### config.mk
export PLATFORM = sky130hd
export DESIGN_NAME = mc_control_unit
export DESIGN_NICKNAME = d
export VERILOG_FILES = /design/src/rtl/mips_pkg.sv /design/src/rtl/mc_control_decode.sv /design/src/rtl/mc_control_unit.sv
export SDC_FILE = /design/constraint.sdc
export NUM_CORES = 1
export LEC_CHECK = 0
export CORE_AREA = 2 2 39 41
export DETAILED_ROUTE_END_ITERATION = 12
export DIE_AREA = 0 0 41 43
export DONT_BUFFER_PORTS = 1
export GPL_TIMING_DRIVEN = 0
export PLACE_DENSITY_LB_ADDON = 0.12
export SYNTH_ARGS = -nofsm -noshare
export SYNTH_HDL_FRONTEND = slang
export SYNTH_SLANG_ARGS = --single-unit
### constraint.sdc
create_clock -name CLK -period 3.53 [get_ports CLK]
set_clock_uncertainty 0.15 [all_clocks]
set_input_delay 0.353 -clock CLK [delete_from_list [all_inputs] [get_ports CLK]]
set_output_delay 0.353 -clock CLK [all_outputs]
set_load 0.02 [all_outputs]
### src/rtl/mips_pkg.sv
// Shared definitions for the multi-cycle MIPS control path.
// Holds the opcode constants, the control FSM state encoding, the datapath
// steering encodings and the bundled control-word struct that the decode
// map hands back to the control unit.
package mips_pkg;

  localparam int OPCODE_W = 6;

  // Opcodes recognised by the control unit
  localparam logic [OPCODE_W-1:0] OP_RTYPE = 6'b000000;
  localparam logic [OPCODE_W-1:0] OP_LW    = 6'b100011;
  localparam logic [OPCODE_W-1:0] OP_SW    = 6'b101011;
  localparam logic [OPCODE_W-1:0] OP_BEQ   = 6'b000100;
  localparam logic [OPCODE_W-1:0] OP_ADDI  = 6'b001000;
  localparam logic [OPCODE_W-1:0] OP_J     = 6'b000010;

  // ALUOp
  localparam logic [1:0] ALUOP_ADD   = 2'b00;
  localparam logic [1:0] ALUOP_SUB   = 2'b01;
  localparam logic [1:0] ALUOP_FUNCT = 2'b10;

  // ALUSrcB
  localparam logic [1:0] SRCB_B      = 2'b00;
  localparam logic [1:0] SRCB_FOUR   = 2'b01;
  localparam logic [1:0] SRCB_IMM    = 2'b10;
  localparam logic [1:0] SRCB_IMMSH  = 2'b11;

  // PCSrc
  localparam logic [1:0] PCSRC_ALU    = 2'b00;
  localparam logic [1:0] PCSRC_ALUOUT = 2'b01;
  localparam logic [1:0] PCSRC_JUMP   = 2'b10;

  typedef enum logic [3:0] {
    S_FETCH, S_DECODE, S_MEM_ADDR, S_MEM_READ, S_MEM_WB, S_MEM_WRITE,
    S_EXECUTE, S_ALU_WB, S_BRANCH, S_JUMP, S_ADDI_EX, S_ADDI_WB
  } state_t;

  // pc_write and branch are internal; the PC enable is formed from them.
  typedef struct packed {
    logic       pc_write;
    logic       branch;
    logic       iord;
    logic       mem_read;
    logic       mem_write;
    logic       ir_write;
    logic       reg_dst;
    logic       mem_to_reg;
    logic       reg_write;
    logic       alu_src_a;
    logic [1:0] alu_src_b;
    logic [1:0] alu_op;
    logic [1:0] pc_src;
    logic       instr_done;
    logic       illegal;
  } ctrl_t;

  function automatic logic is_legal(input logic [OPCODE_W-1:0] op);
    return (op == OP_RTYPE) || (op == OP_LW) || (op == OP_SW) ||
           (op == OP_BEQ) || (op == OP_ADDI) || (op == OP_J);
  endfunction

endpackage

### src/rtl/mc_control_decode.sv
// Combinational state-to-control map for the multi-cycle control unit.
// Ports:
//   i_state     current FSM state
//   i_opcode    IR opcode (only used to flag illegal opcodes in DECODE)
//   i_mem_ready memory access completes this cycle
//   o_ctrl      control word for the current cycle (before reset gating)
module mc_control_decode
  import mips_pkg::*;
(
  input  state_t              i_state,
  input  logic [OPCODE_W-1:0] i_opcode,
  input  logic                i_mem_ready,
  output ctrl_t               o_ctrl
);

  always_comb begin
    o_ctrl = '0;
    case (i_state)
      S_FETCH: begin
        o_ctrl.mem_read  = 1'b1;
        o_ctrl.alu_src_b = SRCB_FOUR;
        o_ctrl.alu_op    = ALUOP_ADD;
        o_ctrl.pc_src    = PCSRC_ALU;
        // IR and PC update only once the instruction word is actually back
        o_ctrl.ir_write  = i_mem_ready;
        o_ctrl.pc_write  = i_mem_ready;
      end
      S_DECODE: begin
        // Speculatively form the branch target into ALUOut
        o_ctrl.alu_src_b  = SRCB_IMMSH;
        o_ctrl.alu_op     = ALUOP_ADD;
        o_ctrl.illegal    = ~is_legal(i_opcode);
        o_ctrl.instr_done = ~is_legal(i_opcode);
      end
      S_MEM_ADDR, S_ADDI_EX: begin
        o_ctrl.alu_src_a = 1'b1;
        o_ctrl.alu_src_b = SRCB_IMM;
        o_ctrl.alu_op    = ALUOP_ADD;
      end
      S_MEM_READ: begin
        o_ctrl.mem_read = 1'b1;
        o_ctrl.iord     = 1'b1;
      end
      S_MEM_WB: begin
        o_ctrl.reg_write  = 1'b1;
        o_ctrl.mem_to_reg = 1'b1;
        o_ctrl.instr_done = 1'b1;
      end
      S_MEM_WRITE: begin
        o_ctrl.mem_write  = 1'b1;
        o_ctrl.iord       = 1'b1;
        o_ctrl.instr_done = i_mem_ready;
      end
      S_EXECUTE: begin
        o_ctrl.alu_src_a = 1'b1;
        o_ctrl.alu_src_b = SRCB_B;
        o_ctrl.alu_op    = ALUOP_FUNCT;
      end
      S_ALU_WB: begin
        o_ctrl.reg_write  = 1'b1;
        o_ctrl.reg_dst    = 1'b1;
        o_ctrl.instr_done = 1'b1;
      end
      S_BRANCH: begin
        o_ctrl.alu_src_a  = 1'b1;
        o_ctrl.alu_src_b  = SRCB_B;
        o_ctrl.alu_op     = ALUOP_SUB;
        o_ctrl.branch     = 1'b1;
        o_ctrl.pc_src     = PCSRC_ALUOUT;
        o_ctrl.instr_done = 1'b1;
      end
      S_JUMP: begin
        o_ctrl.pc_write   = 1'b1;
        o_ctrl.pc_src     = PCSRC_JUMP;
        o_ctrl.instr_done = 1'b1;
      end
      S_ADDI_WB: begin
        o_ctrl.reg_write  = 1'b1;
        o_ctrl.instr_done = 1'b1;
      end
      default: o_ctrl = '0;
    endcase
  end

endmodule

### src/rtl/mc_control_unit.sv
// Main control FSM of the multi-cycle MIPS datapath.
// Sequences FETCH -> DECODE -> per-class execute/memory/write-back states and
// drives the datapath steering, memory strobes, IR/PC loads and register
// write enable. Outputs are a Moore map of the state (plus Mem_Ready/Zero),
// forced to 0 while RST is high.
// Ports:
//   CLK, RST (sync, active high), Opcode (IR[31:26]), Zero, Mem_Ready
//   PC_En, IorD, MemRead, MemWrite, IRWrite, RegDst, MemtoReg, Write,
//   ALUSrcA, ALUSrcB, ALUOp, PCSrc, Instr_Done, Illegal
module mc_control_unit
  import mips_pkg::*;
#(
  parameter int OPCODE_WIDTH = 6
) (
  input  logic                    CLK,
  input  logic                    RST,
  input  logic [OPCODE_WIDTH-1:0] Opcode,
  input  logic                    Zero,
  input  logic                    Mem_Ready,
  output logic                    PC_En,
  output logic                    IorD,
  output logic                    MemRead,
  output logic                    MemWrite,
  output logic                    IRWrite,
  output logic                    RegDst,
  output logic                    MemtoReg,
  output logic                    Write,
  output logic                    ALUSrcA,
  output logic [1:0]              ALUSrcB,
  output logic [1:0]              ALUOp,
  output logic [1:0]              PCSrc,
  output logic                    Instr_Done,
  output logic                    Illegal
);

  state_t              r_state;
  state_t              w_next;
  ctrl_t               w_ctrl;
  ctrl_t               w_out;
  logic [OPCODE_W-1:0] w_op;

  assign w_op = OPCODE_W'(Opcode);

  always_ff @(posedge CLK) begin
    if (RST) r_state <= S_FETCH;
    else     r_state <= w_next;
  end

  // Opcode is only consulted in DECODE and MEM_ADDR; the IR holds it stable
  // from FETCH until the instruction retires.
  always_comb begin
    w_next = r_state;
    case (r_state)
      S_FETCH:     if (Mem_Ready) w_next = S_DECODE;
      S_DECODE: begin
        case (w_op)
          OP_LW, OP_SW: w_next = S_MEM_ADDR;
          OP_RTYPE:     w_next = S_EXECUTE;
          OP_BEQ:       w_next = S_BRANCH;
          OP_ADDI:      w_next = S_ADDI_EX;
          OP_J:         w_next = S_JUMP;
          default:      w_next = S_FETCH;
        endcase
      end
      S_MEM_ADDR:  w_next = (w_op == OP_LW) ? S_MEM_READ : S_MEM_WRITE;
      S_MEM_READ:  if (Mem_Ready) w_next = S_MEM_WB;
      S_MEM_WRITE: if (Mem_Ready) w_next = S_FETCH;
      S_EXECUTE:   w_next = S_ALU_WB;
      S_ADDI_EX:   w_next = S_ADDI_WB;
      S_MEM_WB, S_ALU_WB, S_BRANCH, S_JUMP, S_ADDI_WB: w_next = S_FETCH;
      default:     w_next = S_FETCH;
    endcase
  end

  mc_control_decode u_decode (
    .i_state     (r_state),
    .i_opcode    (w_op),
    .i_mem_ready (Mem_Ready),
    .o_ctrl      (w_ctrl)
  );

  // Reset squashes every strobe in the reset cycle so an abandoned
  // instruction cannot commit a write on the reset edge.
  assign w_out = RST ? '0 : w_ctrl;

  assign PC_En      = w_out.pc_write | (w_out.branch & Zero);
  assign IorD       = w_out.iord;
  assign MemRead    = w_out.mem_read;
  assign MemWrite   = w_out.mem_write;
  assign IRWrite    = w_out.ir_write;
  assign RegDst     = w_out.reg_dst;
  assign MemtoReg   = w_out.mem_to_reg;
  assign Write      = w_out.reg_write;
  assign ALUSrcA    = w_out.alu_src_a;
  assign ALUSrcB    = w_out.alu_src_b;
  assign ALUOp      = w_out.alu_op;
  assign PCSrc      = w_out.pc_src;
  assign Instr_Done = w_out.instr_done;
  assign Illegal    = w_out.illegal;

endmodule

# After elaboration in Yosys (flattened, before gate mapping)

Index checks and enable logic that the tools add are counted.

Register bits: 4
Input bits: 10
Output and inout port bits: 17

Eq/ne operators: 19
Multiplexer cells: 21
Bitwise gates (word level): 3
Reduce and logical (&&, ||, !) cells: 15

Operators by type and width:

| kind               | count |
|---|---|
| $pmux 4 s5         | 2 |
| $pmux 4 s7         | 1 |
| $mux 18            | 1 |
| $eq 4x3->1 const B | 4 |
| $eq 4x4->1 const B | 4 |
| $eq 6x6->1 const B | 2 |
| $mux 4             | 3 |
| $mux 1             | 10 |
| $eq 4x2->1 const B | 2 |
| $reduce_or 2->1    | 4 |
| $eq 6x2->1 const B | 1 |
| $eq 6x3->1 const B | 1 |
| $eq 6x4->1 const B | 1 |
| $logic_not 6->1    | 1 |
| $ne 2x2->1 const B | 3 |
| $logic_or 1x1->1   | 5 |
| $reduce_or 5->1    | 1 |
| $eq 4x1->1 const B | 1 |
| $logic_not 4->1    | 1 |
| $pmux 2 s2         | 1 |
| $reduce_or 4->1    | 1 |
| $mux 3             | 1 |
| $pmux 1 s3         | 1 |
| $reduce_and 3->1   | 1 |
| other kinds (5)    | 5 |

# Longest topological paths before layout

Depth after elaboration: 11
Mapped depth: 5
Mapped depth without buffers: 4

# Modules after synthesis

A second synthesis with hierarchy kept.

Cells, all modules: 109
Area total of the unflattened synthesis: 764.5 µm²

Modules (own cells, without submodules):

| module            | times used | cells an instance | area each (µm²) |
|---|---|---|---|
| mc_control_unit   | 1          | 69                | 489.2 |
| mc_control_decode | 1          | 40                | 275.3 |

# Worst setup path before layout

No wires, ideal clock.

Path type: input port to output port
Start: input port Opcode[3]
End: output port Instr_Done
Data arrival time: 1508 ps
Setup slack: 1519 ps
Stages on the path: 4
Path buffers: 0
Cells stage by stage: nor3_1 > and4bb_2 > a211oi_1 > a21o_1

Longest elaborated chain between the ends: 9
Elaborated cells on any way between the ends: 14
Those cells by class: eq/ne (5); mux (2); bitwise (1); reduce/logical (6)

RTL lines:

| element                                              | line                    | text |
|---|---|---|
| start: declaration                                   | mc_control_unit.sv:17   | `input logic [OPCODE_WIDTH-1:0] Opcode,` |
| $eq 6x6->1 / $logic_not 6->1 (equally long branches) | mips_pkg.sv:58          | `return (op == OP_RTYPE) \|\| (op == OP_LW) \|\| (op == OP_SW) \|\|` |
| $logic_or 1x1->1 (3 in a row)                        | mips_pkg.sv:58          |  |
| $logic_or 1x1->1                                     | mips_pkg.sv:59          | `(op == OP_BEQ) \|\| (op == OP_ADDI) \|\| (op == OP_J);` |
| $logic_or 1x1->1 *                                   | mips_pkg.sv:59          |  |
| $not 1->1 *                                          | mc_control_decode.sv:33 | `o_ctrl.instr_done = ~is_legal(i_opcode);` |
| $pmux 1 s3 *                                         | mc_control_decode.sv:18 | `case (i_state)` |
| $mux 18 *                                            | mc_control_unit.sv:84   | `assign w_out = RST ? '0 : w_ctrl;` |
| end: declaration                                     | mc_control_unit.sv:32   | `output logic Instr_Done,` |

Every way passes the cells marked *; elsewhere a longest branch is shown, timed or not.

# Final worst setup path

Start: register r_state[0]
End: output port Instr_Done

Longest elaborated chain between the ends: 4
Elaborated cells on any way between the ends: 10
Those cells by class: eq/ne (7); mux (2); reduce/logical (1)

RTL lines:

| element                                         | line                    | text |
|---|---|---|
| start: declaration                              | mc_control_unit.sv:36   | `state_t r_state;` |
| start signal: assignment                        | mc_control_unit.sv:46   | `else r_state <= w_next;` |
| $eq 4x3->1 / $eq 4x4->1 (equally long branches) | mc_control_decode.sv:18 |  |
| $reduce_or 5->1 (no source line)                | --                      |  |
| $pmux 1 s3 *                                    | mc_control_decode.sv:18 |  |
| $mux 18 *                                       | mc_control_unit.sv:84   |  |

Marks and branches as above.

==> flow_metrics.tcl <==
set metrics [dict create \
    reg2reg_depth 5 \
    critPathLaunch "r_state[0]" \
    async_flop_share_pct 0 \
    reg2reg_setup_slack_ns 2.02 \
    numCtsBuffers 3 \
    grt-ovfl-total 0 \
    rsz0062_at_grt "no" \
    max_freq_mhz 424 \
    fp.dieH_um 43 \
    min_path_type "input port to flip-flop" \
    end_kind "output pin" \
    nNetsFinal 104 \
    postCtsSetupBuffers 0 \
    fin_ws_ns 1.17 \
    largest_reg_flops 4 \
    power-per-cell-area_mw_per_mm2 227 \
    die_w_um 41 \
    synth_top_area_cell "dfxtp_1" \
    rows 14 \
    cp-endpoint "Instr_Done" \
    hold_violations 0 \
    fp.coreArea_mm2 0.00138 \
    first_pass_iters 4 \
    drtAntennaViolNets 0 \
    portBuffers 0 \
    synth_edf_count 0 \
    antenna_found_initial 0 \
    num_vias 649 \
    syn_nets 99 \
    area_growth_pct 7.38 \
    via_per_inst 6.01 \
    cts_buffer_depth 2 \
    grt_busiest_layer "met2" \
    h-tree-depth 1 \
    crit_arrival_ns 1.86 \
    synth_ff_type "dfxtp_1" \
    r2r-end "r_state[1]" \
    ys_warn_count 0 \
    synth_top_cell_area_share_pct 13.9 \
    clk_pin_slew_ns 0.04 \
    grt_pass1_wl_um 2280 \
    met2_usage_pct 29.7 \
    synth_area_leaders "dfxtp_1 14%, nor2_1 7.8%, nand2b_1 6.5%" \
    wirelength_um 1520 \
    synth-seq-cells 4 \
    cts_tree "done" \
    yosys-top-cells-count "12 x nor2_1, 7 x nor3_1, 7 x o21ai_0" \
    grt_util_met3_pct 4.71 \
    p_leak_nw 0.271 \
    clock_sinks 4 \
    r2r-start "r_state[0]" \
    io_pins 27 \
    fill_cells 158 \
    top_register "r_state" \
    fin_crit_ns 2.36 \
    synthCells 89 \
    grt_util_met1_pct 22.5 \
    fin_total_pwr_w 0.000141 \
    dp_hpwl_um 1140 \
    critPathMaxFanout 7 \
    cts_hold_buf 0 \
    setup_viol 0 \
    worstSetupPathType "flip-flop to output pin" \
    relSlewSlack_pct 40.3 \
    largestRegisters "r_state x4" \
    root_buffer "clkbuf_4" \
    cap_violations 0 \
    grt.total_usage_pct 19.0 \
    drv_slew 0 \
    vdd_drop_max_v 0.0000970 \
    syn-mean-instance-area_um2 6.48 \
    n_antenna_cell 0 \
    die_area_mm2 0.00176 \
    grt_max_degree 11 \
    setup_tns_ns 0 \
    initial_core_util_pct 41.7 \
    fin_crit_sh_pct 66.8 \
    startpoint_type "flip-flop" \
    syn_area_um2 577 \
    first_iter_violations 7 \
    clk_latency_ns 0.25 \
    grt_pass1_vias 546 \
    yosysUniqueCellTypes 32 \
    avgRoutedWirePerCell_um 14.1 \
    drive_above_1_share_pct 9.78 \
    drc_errors 0 \
    worst_pin_slew_ns 0.888 \
    outcome "finished, final reports clean" \
    synth.most_common_cell "nor2_1" \
    gp_congestion 0.792 \
    critPathRequiredTime_ns 3.03 \
    dp_slack_ns 1.40 \
    cts_resized 0 \
    yosysSeqAreaShare_pct 13.9 \
]
-- critical path, cell delays in order (launching register included) --
cell and delay, ns:
dfxtp_1 0.40, and2b_1 0.23, nand2_2 0.09, a211oi_1 0.64
a21o_1 0.25
-- final cells by class --
class	count	area, um2	share of cell area, %
buffer	6	26.3	4.24
inverter	2	7.51	1.21
multi-input combinational	77	463	74.7
clock buffer	3	22.5	3.64
sequential	4	80.1	12.9
tap	16	20.0	3.23
-- cells by family (layout without fill, tap and decap cells) --
kind of cell / count (synthesis) / in the layout / synth area share (%)
compound gates: 20 / 20 / 23.2
mux: 1 / 1 / 1.74
simple gates: 54 / 54 / 52.3
flops: 4 / 4 / 13.9
xor+xnor: 2 / 2 / 3.04
buf+inv: 8 / 11 / 5.86
-- how the worst min path moves through the flow --
stage / slack (ns) / startpoint / cells after the start / endpoint
2_1_floorplan: 0.40 / Opcode[2] / 2 / r_state[1]
3_3_place_gp: 0.43 / Opcode[2] / 2 / r_state[1]
3_5_place_dp: 0.43 / Opcode[4] / 2 / r_state[3]
4_1_cts: 0.17 / Opcode[4] / 2 / r_state[3]
5_1_grt: 0.18 / Opcode[4] / 2 / r_state[3]
6_report: 0.17 / Opcode[2] / 2 / r_state[1]
-- routing by layer --
metal,vias up,wire (um)
met2,22,705
met3,2,124
met5,-,0
li1,328,-
met4,0,16
met1,297,678
-- report_power, final --
part / leakage, nW / internal (W) / switching, W
combinational: 0.225 / 0.0000118 / 0.0000222
sequential: 0.0325 / 0.0000464 / 0.00000137
clock: 0.0138 / 0.0000381 / 0.0000206
-- stage by stage --
step           hold slack, ns  area (um2)  instances  util [%]
5_1_grt                 0.185         619        108      44.8
6_report                0.174         619        108      44.8
3_5_place_dp            0.430         597        105      43.1
3_3_place_gp            0.426         597        105      43.1
2_1_floorplan           0.402         577         89         -
4_1_cts                 0.174         619        108      44.8
-- placed cells by master (no fill, tap or decap) --
cell type and instances:
nor4b_1 1, clkbuf_4 3, and2b_1 1, o21a_1 1, or2b_1 1, nand3_1 4, and4bb_2 1, dfxtp_1 4
mux2i_1 1, nand2_1 6, a211oi_1 1, xor2_1 2, buf_2 3, nand2b_1 6, clkbuf_1 3, o21ai_0 7
or3_1 1, o2bb2ai_1 1, nor2b_1 4, inv_1 2, a22o_1 1, a222oi_1 1, o31ai_1 1, a21o_1 4
or4_1 1, nor3_4 1, nand2_2 1, nor4_1 3, nor3_1 7, a21oi_1 2, nor2_1 12, and3_1 4
a211o_1 1
Power figures use the tool's default switching activity.
